### src/rtl/sync_fifo.sv
// Single-clock FIFO with binary wrap-bit pointers, threshold flags and sticky error flags.
// Read port is either registered (FWFT=0) or first-word-fall-through (FWFT=1).
module sync_fifo #(
    parameter int DATA_W = 16,
    parameter int ADDR_W = 3,
    parameter int AF_TH  = (2**ADDR_W) - 2,
    parameter int AE_TH  = 1,
    parameter bit FWFT   = 1'b0
) (
    input  logic              clk,
    input  logic              rst,
    input  logic              w_en,
    input  logic [DATA_W-1:0] data_in,
    input  logic              r_en,
    input  logic              clr_err,
    output logic [DATA_W-1:0] data_out,
    output logic              full,
    output logic              empty,
    output logic              almost_full,
    output logic              almost_empty,
    output logic [ADDR_W:0]   count,
    output logic              overflow,
    output logic              underflow
);

    localparam int              DEPTH   = 2**ADDR_W;
    localparam logic [ADDR_W:0] PTR_ONE = {{ADDR_W{1'b0}}, 1'b1};
    localparam logic [ADDR_W:0] AF_LVL  = (ADDR_W+1)'(AF_TH);
    localparam logic [ADDR_W:0] AE_LVL  = (ADDR_W+1)'(AE_TH);

    logic [ADDR_W:0]   r_wptr;
    logic [ADDR_W:0]   r_rptr;
    logic [DATA_W-1:0] r_mem [DEPTH];
    logic              r_ovf;
    logic              r_udf;

    logic [ADDR_W:0]   w_count;
    logic              w_full;
    logic              w_empty;
    logic              w_wr;
    logic              w_rd;
    logic [DATA_W-1:0] w_head;

    // Status is decoded purely from the registered pointers, so it settles with count.
    assign w_count = r_wptr - r_rptr;
    assign w_empty = (r_wptr == r_rptr);
    assign w_full  = (r_wptr[ADDR_W-1:0] == r_rptr[ADDR_W-1:0]) &&
                     (r_wptr[ADDR_W] != r_rptr[ADDR_W]);
    assign w_wr    = w_en & ~w_full;
    assign w_rd    = r_en & ~w_empty;
    assign w_head  = r_mem[r_rptr[ADDR_W-1:0]];

    assign count        = w_count;
    assign full         = w_full;
    assign empty        = w_empty;
    assign almost_full  = (w_count >= AF_LVL);
    assign almost_empty = (w_count <= AE_LVL);
    assign overflow     = r_ovf;
    assign underflow    = r_udf;

    // Pointer update; each pointer moves only on its own accepted request.
    always_ff @(posedge clk or posedge rst) begin
        if (rst) begin
            r_wptr <= '0;
            r_rptr <= '0;
        end else begin
            if (w_wr) begin
                r_wptr <= r_wptr + PTR_ONE;
            end
            if (w_rd) begin
                r_rptr <= r_rptr + PTR_ONE;
            end
        end
    end

    // Storage array; contents are deliberately left uncleared by reset.
    always_ff @(posedge clk) begin
        if (w_wr && !rst) begin
            r_mem[r_wptr[ADDR_W-1:0]] <= data_in;
        end
    end

    // Sticky error flags; a new error in the same cycle wins over clr_err.
    always_ff @(posedge clk or posedge rst) begin
        if (rst) begin
            r_ovf <= 1'b0;
            r_udf <= 1'b0;
        end else begin
            if (w_en && w_full) begin
                r_ovf <= 1'b1;
            end else if (clr_err) begin
                r_ovf <= 1'b0;
            end
            if (r_en && w_empty) begin
                r_udf <= 1'b1;
            end else if (clr_err) begin
                r_udf <= 1'b0;
            end
        end
    end

    generate
        if (FWFT) begin : g_fwft
            assign data_out = w_empty ? '0 : w_head;
        end else begin : g_reg
            logic [DATA_W-1:0] r_dout;

            // Registered read data; holds across idle and rejected reads.
            always_ff @(posedge clk or posedge rst) begin
                if (rst) begin
                    r_dout <= '0;
                end else if (w_rd) begin
                    r_dout <= w_head;
                end
            end

            assign data_out = r_dout;
        end
    endgenerate

endmodule

### config.mk
export PLATFORM = sky130hd
export DESIGN_NAME = sync_fifo
export DESIGN_NICKNAME = d
export VERILOG_FILES = /design/src/rtl/sync_fifo.sv
export SDC_FILE = /design/constraint.sdc
export NUM_CORES = 1
export LEC_CHECK = 0
export ABC_AREA = 1
export ABC_CLOCK_PERIOD_IN_PS = 4400
export CORE_MARGIN = 2
export CORE_UTILIZATION = 40
export CTS_BUF_LIST = sky130_fd_sc_hd__clkbuf_2
export CTS_CLUSTER_SIZE = 10
export DETAILED_ROUTE_END_ITERATION = 7
export HOLD_SLACK_MARGIN = 0.08
export SKIP_CTS_REPAIR_TIMING = 1
export SLEW_MARGIN = 5
export SYNTH_ARGS = -nofsm -noshare
export SYNTH_HDL_FRONTEND = slang
export SYNTH_SLANG_ARGS = --single-unit
### constraint.sdc
create_clock -name clk -period 4.4 [get_ports clk]
set_input_delay 0.88 -clock clk [delete_from_list [all_inputs] [get_ports clk]]
set_output_delay 0.88 -clock clk [all_outputs]
set_load 0.1 [all_outputs]
==> metrics.txt, run 1 <==
Iteration-0 DRC Markers 392; share of cells above drive strength 1 between 10% and 20%; clk_lat worst skew between 0.7 and 0.8 ns; Place WS 1.44 ns; Remaining DRCs 0; Finish-stage setup viols 0; worst slew pin tran 1.18 ns; fin crit share between 80% and 90%; Critical path origin r_wptr[0]; Post-Syn Nets ~680; post-route cell area ~7700 sq um; die span in y roughly 130 um; post-synthesis sequential area ratio around two thirds; CTS tree done; worst hold path type reg -> reg; All-Layer GR Usage between 15 and 20%; Top Ports 47; Mapped Cells ~660; ANT nets after route 0; top cells by area, synth edfxtp_1 (57%), nand2_1 (12%), dfrtp_1 (9.6%); R2R Path Start r_rptr[2]; Slew headroom between 20% and 30%; GRT overflow 0; area taken by multi-input logic gates between 1500 and 2000 sq um; first-pass GRT wire length roughly 22 mm; H-Tree Depth 4; Reg2Reg Depth 8; die area approximately 18,000 sq um; Sink Count about 150; Detailed Routing Iterations Pass 1 5; RSZ-0062 raised after global routing no; Max-cap violations 0; R2R Path End r_mem[0][0]; Yosys top cell by area edfxtp_1; Max Clk Rate approximately 280 MHz; Seq cells post-synth 154; CP startpoint kind flip-flop; FF+latch area between 4000 and 5000 sq um; Post-Syn Area approximately 6800 sq um; Final Hold Vio Count 0; root buffer cell clkbuf_2; CORE AREA ~17,000 sq um; Clock Tree Buf Depth 2; fin util 46.4%; Post-Route WL 14.1 mm; vias per cell roughly 4.7; Setup Total Neg Slack 0 ns; type of the worst setup path reg -> out; port bufs 46; Initial Utilization 41.0%; antenna violations before repair 1; WP data required between 3 and 4 ns; synth-to-layout area growth 13.2%; crit path to almost_empty; setup slack after layout slightly above 0.8 ns; crit-path max FO 8; # fillers 1,562; total number of vias ~4,400; Final Max Slew Viols 0; DP Area 7430 sq um; Mapped Avg Cell Area about 10 sq um; WL/cell about 15 um; Critical Path Sink Type output port; outcome completed; Distinct cells, synth 29; Num CTS Buffers 17; Die Wd around 130 um; vias in the first global route around 4,100; pin count of the biggest net entering global routing 68; Worst Path Arrival approximately 2.7 ns; reg2reg setup slack between 1.5 and 2 ns; DPL Wire Length ~8 mm; Yosys top cell area share between 50 and 60%; yosys warns 0; Tmin final roughly 3.6 ns; GP Congestion between 0.7 and 0.8; CTS clock-pin slew for the worst setup and hold paths around 0.20 ns; Setup Skew 0.0313 ns; Site Rows 47; final net count between 700 and 800
## critical path, stage by stage (launching register included)
cell and delay (ns):
dfrtp_1 0.53, inv_1 0.15, ha_1 0.24, fa_1 0.37, xor2_1 0.18, inv_1 0.10, nor3_2 0.23, buf_12 0.21
## per-layer routing
layer,vias up,routed length (um),GRT usage (%)
met5,-,0,0
met4,0,265,6.20
met3,18,586,4.23
met2,102,6660,25.9
met1,2093,6620,22.3
li1,2200,-,-
## worst min path at each step
stage                       from           end  slack, ns  cells past startpoint
detailed placement   data_out[9]   data_out[9]       0.47                      2
CTS                 data_out[10]  data_out[10]       0.51                      2
finish               data_out[8]   data_out[8]       0.51                      2
global placement    data_out[11]  data_out[11]       0.47                      2
global route         data_out[5]   data_out[5]       0.54                      2
floorplan              r_wptr[2]     r_wptr[2]       0.52                      2
## area by class of cell
cell class | count | area share, %
Multi-Input combinational cell | 359 | 21.7
Tap cell | 220 | 3.58
Clock inverter | 10 | 1.93
Timing Repair Buffer | 59 | 7.15
Antenna cell | 1 | 0.0325
Inverter | 116 | 5.72
Clock buffer | 22 | 1.43
Sequential cell | 154 | 58.4
## cell families after synthesis
logic type / after synthesis / share of synthesized area (%)
buffers and inverters: 144 / 9.40
and+or+nand+nor: 341 / 22.0
AOI/OAI and AO/OA: 8 / 0.736
xor gates and xnor gates: 4 / 0.515
DFF: 154 / 66.1
adders and majority gates: 6 / 1.21
## cell usage in the layout (no fill, tap or decap), types with 8 or more instances in the layout
master / netlist / routed
inv_1: 109 / 109
nand2_1: 219 / 219
nand3_1: 94 / 94
nor2_1: 11 / 11
dfrtp_1: 26 / 25
clkbuf_2: 0 / 22
nand3_2: 8 / 8
clkdlybuf4s50_1: 0 / 38
edfxtp_1: 128 / 128
buf_4: 3 / 20
## synth_stat cells
cell / number
nand2_1: 219
edfxtp_1: 128
inv_1: 109
nand3_1: 94
dfrtp_1: 26
buf_2: 15
nor2_1: 11
nand3_2: 8
buf_6: 7
ha_1: 5
inv_2: 5
o21ai_0: 4
xor2_1: 4
buf_4: 3
clkbuf_1: 2
nand2_2: 2
nand2_4: 2
o21ai_2: 2
a21oi_1: 1
buf_8: 1
clkinv_1: 1
fa_1: 1
inv_6: 1
nand2_8: 1
nand3b_1: 1
nor2_2: 1
nor2_4: 1
nor3_1: 1
o211ai_1: 1
## flip-flops by register name (all words and copies together), names as in the netlist
register,cells
data_out,16
r_mem,128
r_wptr,4
r_rptr,4
overflow,1
underflow,1
## metrics by stage
step                cells  hold WS [ns]
finish                941         0.507
global route          941         0.539
CTS                   940         0.508
detailed placement    908         0.471
global placement      908         0.466
floorplan             657         0.525
Power of run 1 is left out: the tool's default activity adds up to more than one toggle a clock period on the data nets, which glitch-free logic cannot reach.
==> run 2, diff against run 1 <==
--- a/config.mk
+++ b/config.mk
@@ -6,7 +6,7 @@
 export NUM_CORES = 1
 export LEC_CHECK = 0
 export ABC_AREA = 1
-export ABC_CLOCK_PERIOD_IN_PS = 4400
+export ABC_CLOCK_PERIOD_IN_PS = 2950
 export CORE_MARGIN = 2
 export CORE_UTILIZATION = 40
 export CTS_BUF_LIST = sky130_fd_sc_hd__clkbuf_2
==> constraint.sdc (replaced) <==
create_clock -name clk -period 2.95 [get_ports clk]
set_input_delay 0.59 -clock clk [delete_from_list [all_inputs] [get_ports clk]]
set_output_delay 0.59 -clock clk [all_outputs]
set_load 0.1 [all_outputs]
==> run 2 against run 1 <==
The run now ends with setup timing left. Cell area up 2.0%. Critical path depth unchanged. Die area unchanged. Critical endpoint unchanged. Highest routed layer unchanged.
==> metrics.txt, run 2 (synthesis results as in run 1) <==
setup slack after layout -0.124 ns (-0.931 ns); Initial Utilization 41.0% (unchanged); pin count of the biggest net entering global routing 68 (unchanged); most frequent cells in the layout nand2_1 (218), edfxtp_1 (128), inv_1 (106), nand3_1 (94), buf_4 (43); root buffer cell clkbuf_2; worst slew pin tran 0.765 ns (-0.413 ns); vias per cell 4.71 (+0.44%); Post-Route WL 14.6 mm (+3.0%); Detailed Routing Iterations Pass 1 5 (unchanged); max FFs per register 128 (unchanged); synth-to-layout area growth 15.4%; Top Ports 47 (unchanged); H-Tree Depth 4 (unchanged); Critical Path Sink Type output port; Die Wd 134 um (unchanged); Max Clk Rate between 300 and 400 MHz; RSZ-0062 raised after global routing yes; total number of vias 4,489 (+1.7%); share of cells above drive strength 1 15.8% (+5.4 points); reg2reg setup slack 0.83 ns (-0.82 ns); vias in the first global route 4,413 (+7.1%); final net count 746 (+1.6%); WL/cell 15.3 um (+1.7%); worst hold path type in -> async; crit-path max FO 5 (-3); GP Congestion 0.836 (+4.7%); Setup Skew 0.0360 ns (+0.00476 ns); type of the worst setup path reg -> out; Sink Count 154 (unchanged); WP data required 2.36 ns (-1.16 ns); Num CTS Buffers 17 (unchanged); fin crit share 104%; clk_lat worst skew 0.73 ns (+0.02 ns); Slew headroom 49.0% (+28 points); port bufs 46 (unchanged); CORE AREA 16,600 sq um (unchanged); Place WS 0.512 ns (-0.930 ns); All-Layer GR Usage 17.1% (+0.53 points); Remaining DRCs 0 (unchanged); die area 18,100 sq um (unchanged); antenna violations before repair 1 (unchanged); post-route cell area 7850 sq um (+2.0%); Final Max Slew Viols 0 (unchanged); Reg2Reg Depth 7 (-1); Max-cap violations 0 (unchanged); ANT nets after route 0 (unchanged); fin util 47.3% (+0.94 points); Worst Path Arrival 2.48 ns (-0.23 ns); GRT overflow 0 (unchanged); CP startpoint kind flip-flop; Clock Tree Buf Depth 2 (unchanged); die span in y 134 um (unchanged); CTS tree done; Site Rows 47 (unchanged); failing checks setup timing; DP Area 7560 sq um (+1.7%); Final Hold Vio Count 0 (unchanged); Tmin final 3.07 ns; outcome finished with violations; R2R Path Start r_wptr[1]; Finish-stage setup viols 3 (+3); R2R Path End r_mem[6][1]; Iteration-0 DRC Markers 333 (-15%); DPL Wire Length 8.76 mm (+7.1%); first-pass GRT wire length 23.2 mm (+4.5%); CTS clock-pin slew for the worst setup and hold paths 0.22 ns (+0.02 ns); most common cell after layout, fill and taps aside nand2_1
==> run 2: cell count changes in the layout (fill, tap and decap cells not counted), sizes merged <==
cell / previous run / this run
clkinv: 6 / 14
bufinv: 4 / 2
clkdlybuf4s50: 38 / 20
clkinvlp: 1 / 0
clkbuf: 22 / 18
buf: 21 / 51
inv: 115 / 114
==> run 2: per-layer routing <==
layer  share of wire, %  up-vias  wire, um  GRT usage [%]
met1                 45     2152      6620           22.3
met4                1.8        0       256           6.32
met3                3.9       20       572           3.78
li1                   -     2225         -              -
met5                  0        -         0              0
met2                 49       92      7110           28.0
==> run 2: through the flow <==
| stage | TNS [ns] | instances | hold WS [ns] |
|---|---|---|---|
| finish | -0.242 | 953 | 0.310 |
| global route | -0.653 | 953 | 0.288 |
| CTS | -1.17 | 947 | 0.260 |
| detailed placement | 0 | 915 | 0.467 |
| global placement | 0 | 915 | 0.464 |
| floorplan | -0.521 | 657 | 0.525 |
==> run 2: layout make-up <==
class / count / area (sq um)
Fill cell: 1577 / 8730
Antenna cell: 1 / 2.50
Inverter: 116 / 450
Clock buffer: 18 / 90.1
Clock inverter: 14 / 131
Multi-Input combinational cell: 359 / 1720
Timing Repair Buffer: 71 / 683
Sequential cell: 154 / 4500
Tap cell: 220 / 275
==> run 2: how the worst max path moves through the flow <==
| stage | startpoint | to | slack, ns | depth (start not counted) |
|---|---|---|---|---|
| 5_1_grt | r_wptr[0] | almost_empty | -0.27 | 7 |
| 4_1_cts | r_wptr[0] | almost_empty | -0.38 | 7 |
| 3_5_place_dp | r_wptr[0] | almost_empty | 0.51 | 7 |
| 2_1_floorplan | r_wptr[0] | almost_full | -0.31 | 6 |
| 3_3_place_gp | r_wptr[0] | almost_empty | 0.57 | 6 |
| 6_report | r_wptr[0] | almost_empty | -0.12 | 7 |
==> run 2: critical path, cell delays in order (launching register included) <==
cell     delay, ns
dfrtp_2       0.49
inv_6         0.06
ha_4          0.16
fa_2          0.37
xor2_2        0.17
inv_2         0.08
nor3_4        0.22
buf_12        0.20
Power of run 2 is left out for the same reason.
==> run 3, diff against run 2 <==
--- a/config.mk
+++ b/config.mk
@@ -12,6 +12,7 @@
 export CTS_BUF_LIST = sky130_fd_sc_hd__clkbuf_2
 export CTS_CLUSTER_SIZE = 10
 export DETAILED_ROUTE_END_ITERATION = 7
+export GPL_ROUTABILITY_DRIVEN = 0
 export HOLD_SLACK_MARGIN = 0.08
 export SKIP_CTS_REPAIR_TIMING = 1
 export SLEW_MARGIN = 5
==> results of run 3 <==
No change in the layout: final DEF, timing and power equal those of run 2.
Power of run 3 is left out for the same reason.
